--- src/rtl/watch_mode_ctrl.sv ---
// Watch front-end: conditions raw buttons (sync, debounce, one-pulse) and owns the top-level mode.
// Routes qualified set/clear/aoff pulses, drives the time-set cursor and auto-returns to CLOCK when idle.
module watch_mode_ctrl #(
  parameter int DEB_CYCLES = 4,
  parameter int IDLE_TICKS = 30
) (
  input  logic       clk,
  input  logic       reset,
  input  logic       tick,
  input  logic       mode0,
  input  logic       mode1,
  input  logic       set,
  input  logic       clear,
  input  logic       aoff,
  input  logic       sw_run,
  output logic [1:0] mstate,
  output logic       set_p,
  output logic       clear_p,
  output logic       aoff_p,
  output logic       inc_p,
  output logic [1:0] field
);

  localparam int NB = 5;
  localparam int DW = $clog2(DEB_CYCLES + 1);
  localparam int IW = $clog2(IDLE_TICKS + 1);

  localparam int B_MODE0 = 0;
  localparam int B_MODE1 = 1;
  localparam int B_SET   = 2;
  localparam int B_CLEAR = 3;
  localparam int B_AOFF  = 4;

  typedef enum logic [1:0] {
    MS_CLOCK = 2'b00,
    MS_ALARM = 2'b01,
    MS_SW    = 2'b10,
    MS_TSET  = 2'b11
  } mstate_e;

  // sw_run is status only: the stopwatch is exempt from timeout regardless of it.
  logic unused_sw_run;
  assign unused_sw_run = sw_run;

  logic [NB-1:0] raw;
  assign raw = {aoff, clear, set, mode1, mode0};

  logic [NB-1:0] sync1_q, sync2_q;
  logic [NB-1:0] deb_q, deb_d;
  logic [NB-1:0] press_q, press_d;
  logic [DW-1:0] cnt_q [NB];
  logic [DW-1:0] cnt_d [NB];

  mstate_e       state_q, state_d;
  logic [1:0]    field_q, field_d;
  logic          set_p_q, set_p_d;
  logic          clear_p_q, clear_p_d;
  logic          aoff_p_q, aoff_p_d;
  logic          inc_p_q, inc_p_d;
  logic [IW-1:0] idle_q, idle_d;
  logic          mode_chg;

  // Debounce: the level flips on the DEB_CYCLES-th consecutive differing synced sample.
  always_comb begin
    deb_d   = deb_q;
    press_d = '0;
    for (int i = 0; i < NB; i++) begin
      cnt_d[i] = cnt_q[i];
      if (sync2_q[i] == deb_q[i]) begin
        cnt_d[i] = '0;
      end else if (cnt_q[i] == DW'(DEB_CYCLES - 1)) begin
        cnt_d[i]   = '0;
        deb_d[i]   = sync2_q[i];
        press_d[i] = sync2_q[i];
      end else begin
        cnt_d[i] = cnt_q[i] + DW'(1);
      end
    end
  end

  always_ff @(posedge clk) begin
    if (reset) begin
      sync1_q <= '0;
      sync2_q <= '0;
      deb_q   <= '0;
      press_q <= '0;
      for (int i = 0; i < NB; i++) cnt_q[i] <= '0;
    end else begin
      sync1_q <= raw;
      sync2_q <= sync1_q;
      deb_q   <= deb_d;
      press_q <= press_d;
      for (int i = 0; i < NB; i++) cnt_q[i] <= cnt_d[i];
    end
  end

  // Mode FSM and pulse routing; mode1 takes priority and suppresses a coincident mode0.
  always_comb begin
    state_d   = state_q;
    field_d   = field_q;
    set_p_d   = 1'b0;
    clear_p_d = 1'b0;
    inc_p_d   = 1'b0;
    aoff_p_d  = press_q[B_AOFF];
    idle_d    = idle_q;

    if (press_q[B_MODE1]) begin
      if (state_q == MS_CLOCK) begin
        state_d = MS_TSET;
        field_d = 2'b00;
      end else if (state_q == MS_TSET) begin
        state_d = MS_CLOCK;
      end
    end else if (press_q[B_MODE0]) begin
      case (state_q)
        MS_CLOCK: state_d = MS_ALARM;
        MS_ALARM: state_d = MS_SW;
        MS_SW:    state_d = MS_CLOCK;
        default:  state_d = state_q;
      endcase
    end

    mode_chg = (state_d != state_q);

    if (!mode_chg) begin
      if (press_q[B_SET]) begin
        if (state_q == MS_TSET) field_d = (field_q == 2'b10) ? 2'b00 : field_q + 2'b01;
        else                    set_p_d = 1'b1;
      end
      if (press_q[B_CLEAR]) begin
        if (state_q == MS_TSET) inc_p_d   = 1'b1;
        else                    clear_p_d = 1'b1;
      end
    end

    // Any press beats a pending timeout on the same edge.
    if ((|press_q) || mode_chg) begin
      idle_d = '0;
    end else if (state_q == MS_CLOCK || state_q == MS_SW) begin
      idle_d = '0;
    end else if (idle_q == IW'(IDLE_TICKS)) begin
      state_d = MS_CLOCK;
      idle_d  = '0;
    end else if (tick) begin
      idle_d = idle_q + IW'(1);
    end
  end

  always_ff @(posedge clk) begin
    if (reset) begin
      state_q   <= MS_CLOCK;
      field_q   <= 2'b00;
      set_p_q   <= 1'b0;
      clear_p_q <= 1'b0;
      aoff_p_q  <= 1'b0;
      inc_p_q   <= 1'b0;
      idle_q    <= '0;
    end else begin
      state_q   <= state_d;
      field_q   <= field_d;
      set_p_q   <= set_p_d;
      clear_p_q <= clear_p_d;
      aoff_p_q  <= aoff_p_d;
      inc_p_q   <= inc_p_d;
      idle_q    <= idle_d;
    end
  end

  assign mstate  = state_q;
  assign field   = field_q;
  assign set_p   = set_p_q;
  assign clear_p = clear_p_q;
  assign aoff_p  = aoff_p_q;
  assign inc_p   = inc_p_q;

endmodule

--- config.mk ---
export PLATFORM = sky130hd
export DESIGN_NAME = watch_mode_ctrl
export DESIGN_NICKNAME = d
export VERILOG_FILES = /design/src/rtl/watch_mode_ctrl.sv
export SDC_FILE = /design/constraint.sdc
export NUM_CORES = 1
export LEC_CHECK = 0
export CAP_MARGIN = 10
export CORE_ASPECT_RATIO = 0.75
export CORE_MARGIN = 3
export CORE_UTILIZATION = 45
export DETAILED_ROUTE_END_ITERATION = 10
export GPL_ROUTABILITY_DRIVEN = 0
export PLACE_DENSITY = 0.75
export SETUP_SLACK_MARGIN = 0.3
export SYNTH_ARGS = -nofsm -noshare
export SYNTH_HDL_FRONTEND = slang
export SYNTH_SLANG_ARGS = --single-unit
--- constraint.sdc ---
create_clock -name clk -period 4.61 [get_ports clk]
set_input_delay 0.922 -clock clk [delete_from_list [all_inputs] [get_ports clk]]
set_output_delay 0.922 -clock clk [all_outputs]
set_load 0.02 [all_outputs]
# After elaboration in Yosys (flattened, before gate mapping)
# Memories as Yosys holds them, arrays and structs flattened.
# Cells that the tools add are included.
# op_classes
addsub,7
n_eq_ne,16
mux,34
n_bitwise,17
reduce_logical,17
# ops
op,n
3-bit two-way mux,15
2-bit two-way mux,13
3-bit OR reduction,7
3-bit by 1-bit adder with 3-bit output (second input constant),5
3-bit by 2-bit == test with 1-bit output (second input constant),5
1-bit NOT,12
2-bit AND reduction,5
2-bit == test (second input constant),3
2-bit one-hot mux with 3 select lines,1
5-bit by 1-bit adder with 5-bit output (second input constant),1
1-bit == test,5
5-bit == test (second input constant),1
1-bit two-way mux,5
1-bit OR,5
5-bit OR reduction,1
4-bit OR reduction,1
2-bit by 1-bit adder with 2-bit output (second input constant),1
2-bit by 1-bit == test with 1-bit output (second input constant),1
2-bit logical NOT,1
1-bit logical OR,2
2-bit != test,1
# totals
register_bits,33
mem_bits_rw,15
in_bits,9
out_inout_bits,8
word_cells,111
memories,1
# mem_list
memory,depth,width,rd,rd_clocked_by_memory_dff,wr,line,text
cnt_q,5,3,5,0,5,51,logic [DW-1:0] cnt_q [NB];

# Logic depth before layout (Yosys ltp)
# logic_depth
word_depth,7
depth_mapped,6
mapped_depth_nobuf,6

# Least setup slack after synthesis
# Ideal clock, no wire load.
# synth_timing
path_type,reg-to-reg
start,register state_q[0] (netlist: mstate[0])
end,register field_q[0] (netlist: field[0])
setup_time_ps,120
arrival_time_ps,1822
t_required_ps,4490
setup_slack_ps,2668
path_stages_with_launch,7
path_buffers,0
period_less_slack_ps,1942
path_cell_list,dfxtp_1 > inv_1 > ha_1 > or3_1 > a32oi_1 > nand3_1 > mux2i_1
# synth_via
elab_chain_cells,6
word_cells_on_any_way,15
classes_between,eq/ne (4); mux (10); reduce/logical (1)
# synth_rtl
element,line,text
from (decl),54,"mstate_e state_q, state_d;"
from (signal assigned),159,state_q <= state_d;
2-bit == test (tied with other cells),115,case (state_q)
2-bit one-hot mux with 3 select lines (tied with other cells),115,
"2-bit two-way mux, on equally long branches","114, 107, 108",
"2-bit two-way mux, on equally long branches","107, 127",
2-bit != test or 2-bit two-way mux (tied branches),"123, 126",
2-bit two-way mux *,125,if (!mode_chg) begin
to (signal assigned),160,field_q <= field_d;
to (decl),55,"logic [1:0] field_q, field_d;"
# Every way passes the cells marked *; elsewhere a longest branch is shown, timed or not.
# A chain may end at the register's enable or synchronous reset.

# Worst setup path in the final report
# layout_timing
start,input reset
end,register idle_q[1]
# layout_via
elab_chain_cells,1
# layout_rtl
element,line,text
from (decl),8,"input logic reset,"
4-bit OR reduction (no source line),--,
to (signal assigned),165,idle_q <= idle_d;
to (decl),60,"logic [IW-1:0] idle_q, idle_d;"
# Every way passes these cells.

==> reports/qor.txt <==
minimum clock period: 2500 ps
Area growth syn-to-layout: 16.2%
Synth area leaders: dfxtp_1, ha_1, nor2_1
Synth Net Count: 210
Post-DRT Antenna Nets: 0
synth unique cells: 28
H-tree depth: 2
routed vias/inst: 4.67
Hold Buf Count CTS: 0
Arr. time, crit path: 2720 ps
Hold Slack: 427 ps
PwrDens: 339 nW/um^2
Worst-Margin Slew: 1050 ps
CTS tree: built
DRT iter0 DRCs: 33
setup_tns: 0 ps
Worst Skew: 1.78 ps
Post-Synth Simple-Gate Area: 21.5%
GRT Overall Usage: 10.7%
CTS Buf Count: 5
Residual DRC: 0
Crit path required time: 4830 ps
Buffers on Ports: 15
endpoints failing hold: 0
Die Y: 62.2 um
hpwl dp: 1.75 mm
per-cell routed wire length: 9.48 um
Starting Density: 49.2%
Flop pwr share: 56.5%
final setup fails: 0
Fill cells: 347
max-cap viol count: 0
setup bufs post-CTS: 0
status: complete, no violations
PostCTS Resize Cnt: 0
FMAX: 400 MHz
mux share of post-synthesis cell area: 4.23%
clk sink count: 48
Yosys top cell by area: dfxtp_1
main combinational cell family by area after synthesis: simple AND/OR/NAND/NOR gates
CP Launch Type: primary input
Pleak: 0.834 nW
Slew Limit Fails: 0
Sw Pwr: 0.152 mW
total gr overflow: 0
storage element area: 961 um^2
proportion of layout cells with a drive suffix above 1: 5.88%
largest net degree at the start of global routing: 33
Worst Hold Class: reg -> reg
Internal: 0.595 mW
CP Capture Type: register
Adder-Cell Fraction of Synth Area: 10.6%
Peak VDD IR: 0.000236 V
Synth Instances: 185
# rows: 19
complex-gate fraction of the synthesized area: 4.10%
Slew HR: 29.9%
# nets final: 228
CTS Buffer Depth: 2
Core ar.: 3850 um^2
Post-Route WL: 2.43 mm
first-pass GRT wire length: 4.33 mm
die area: 5030 um^2
via count: 1195
Root Buffer: clkbuf_8
Clock power frac: 40.7%
Worst-path clk slew: 90 ps
vias in the first global route: 1059
initial antenna violation count: 0
RSZ-0062 raised after global routing: false
synthesized area: 1890 um^2
Synthesis Warnings: 0
Final period util: 54.2%
Synth Register Bits: 48
sw frac: 20.3%
Worst-Skew Late Latency: 290 ps
post-synth top area share: 50.7%
die width: 80.9 um
DR pass1 iterations: 4
Avg Cell Area, Syn: 10.2 um^2
sequential area share after synthesis: 50.7%
Comb pwr share: 2.8%
Setup CP Type: in -> reg
xor-xnor portion of the synthesized cell area: 5.09%
multi-input logic area: 862 um^2
Crit Path Max Fanout: 32
I/O pin total: 17
diodes inserted: 0
-- path summary, 6_finish.rpt --
path          startpoint           to  slack, ps  depth (start not counted)
max                reset    idle_q[1]       2110                          3
min          cnt_q[0][6]  cnt_q[0][6]        430                          1
max reg2reg    mstate[0]      clear_p       2570                          6
min reg2reg  cnt_q[0][6]  cnt_q[0][6]        430                          1
-- worst max-delay path: stages --
cell and delay [ps]:
clkdlybuf4s50_1 950, or3_4 660, a211oi_2 190
-- power groups by stage --
stage	clock network, mW	registers (mW)	logic (mW)
after floorplan	0	0.431	0.0126
after global placement	0	0.432	0.0206
after detailed placement	0	0.432	0.0209
after CTS	0.315	0.422	0.0210
after global routing	0.330	0.423	0.0233
final	0.304	0.422	0.0207
-- cells in the final DEF, fill, tap and decap left out, types with 2 or more instances in the layout --
cell type	netlist	routed
nand3_1	3	3
mux2i_1	8	8
nand2_1	7	7
inv_1	13	13
xnor2_1	7	7
nor2b_1	11	11
o21ai_0	2	2
clkbuf_8	0	5
nand4_1	2	2
nor4bb_1	5	5
clkdlybuf4s50_1	0	15
xor2_1	4	4
dfxtp_1	48	48
a21oi_1	3	3
nor3b_1	2	2
a211oi_1	3	3
or3_1	8	8
nor2_1	31	31
ha_1	16	16
-- sequential cells by signal (all words and copies together), names as in the netlist --
name     count
inc_p        1
aoff_p       1
idle_q       5
deb_q        5
press_q      5
mstate       2
sync1_q      5
cnt_q       15
sync2_q      5
set_p        1
clear_p      1
field        2
-- cells by family (layout without fill, tap and decap cells) --
| family | after synthesis | in the layout |
|---|---|---|
| xor+xnor | 11 | 11 |
| compound gates | 11 | 11 |
| flops | 48 | 48 |
| buf+inv | 17 | 36 |
| simple gates | 74 | 74 |
| mux | 8 | 8 |
| fa+ha+maj | 16 | 16 |
-- metrics by stage --
step           cell area [um^2]  instances  utilization, %  power (mW)  setup WS [ps]
2_1_floorplan              1890        185               -       0.444           2670
3_3_place_gp               2090        248            54.2       0.452           1800
3_5_place_dp               2090        248            54.2       0.453           1780
4_1_cts                    2200        256            57.2       0.758           2090
5_1_grt                    2200        256            57.2       0.777           1990
6_report                   2200        256            57.2       0.746           2110
-- final cells by class --
class                   instances  share of cell area (%)
well taps                      52                    2.95
clock inverters                 3                    2.10
flip-flops and latches         48                    43.6
inverters                      13                    2.22
clock buffers                   5                    3.13
repair buffers                 15                    6.82
multi-input cells             120                    39.1
-- per-layer routing --
layer,global-route usage [%],part of all wire (%),up-vias
li1,-,-,653
met1,14.0,55,519
met2,15.7,39,18
met3,4.34,4.9,5
met4,3.80,1.2,0
met5,0,0,-
-- Yosys cell counts --
| library cell | instances |
|---|---|
| dfxtp_1 | 48 |
| nor2_1 | 31 |
| ha_1 | 16 |
| inv_1 | 13 |
| nor2b_1 | 11 |
| mux2i_1 | 8 |
| or3_1 | 8 |
| nand2_1 | 7 |
| xnor2_1 | 7 |
| nor4bb_1 | 5 |
| xor2_1 | 4 |
| a211oi_1 | 3 |
| a21oi_1 | 3 |
| nand3_1 | 3 |
| clkbuf_1 | 2 |
| nand4_1 | 2 |
| nor3b_1 | 2 |
| o21ai_0 | 2 |
| a211oi_2 | 1 |
| a31o_2 | 1 |
| a32oi_1 | 1 |
| and2b_1 | 1 |
| and4_1 | 1 |
| buf_1 | 1 |
| buf_6 | 1 |
| nor3_1 | 1 |
| nor4_4 | 1 |
| or3_4 | 1 |
Power figures use the tool's default switching activity.
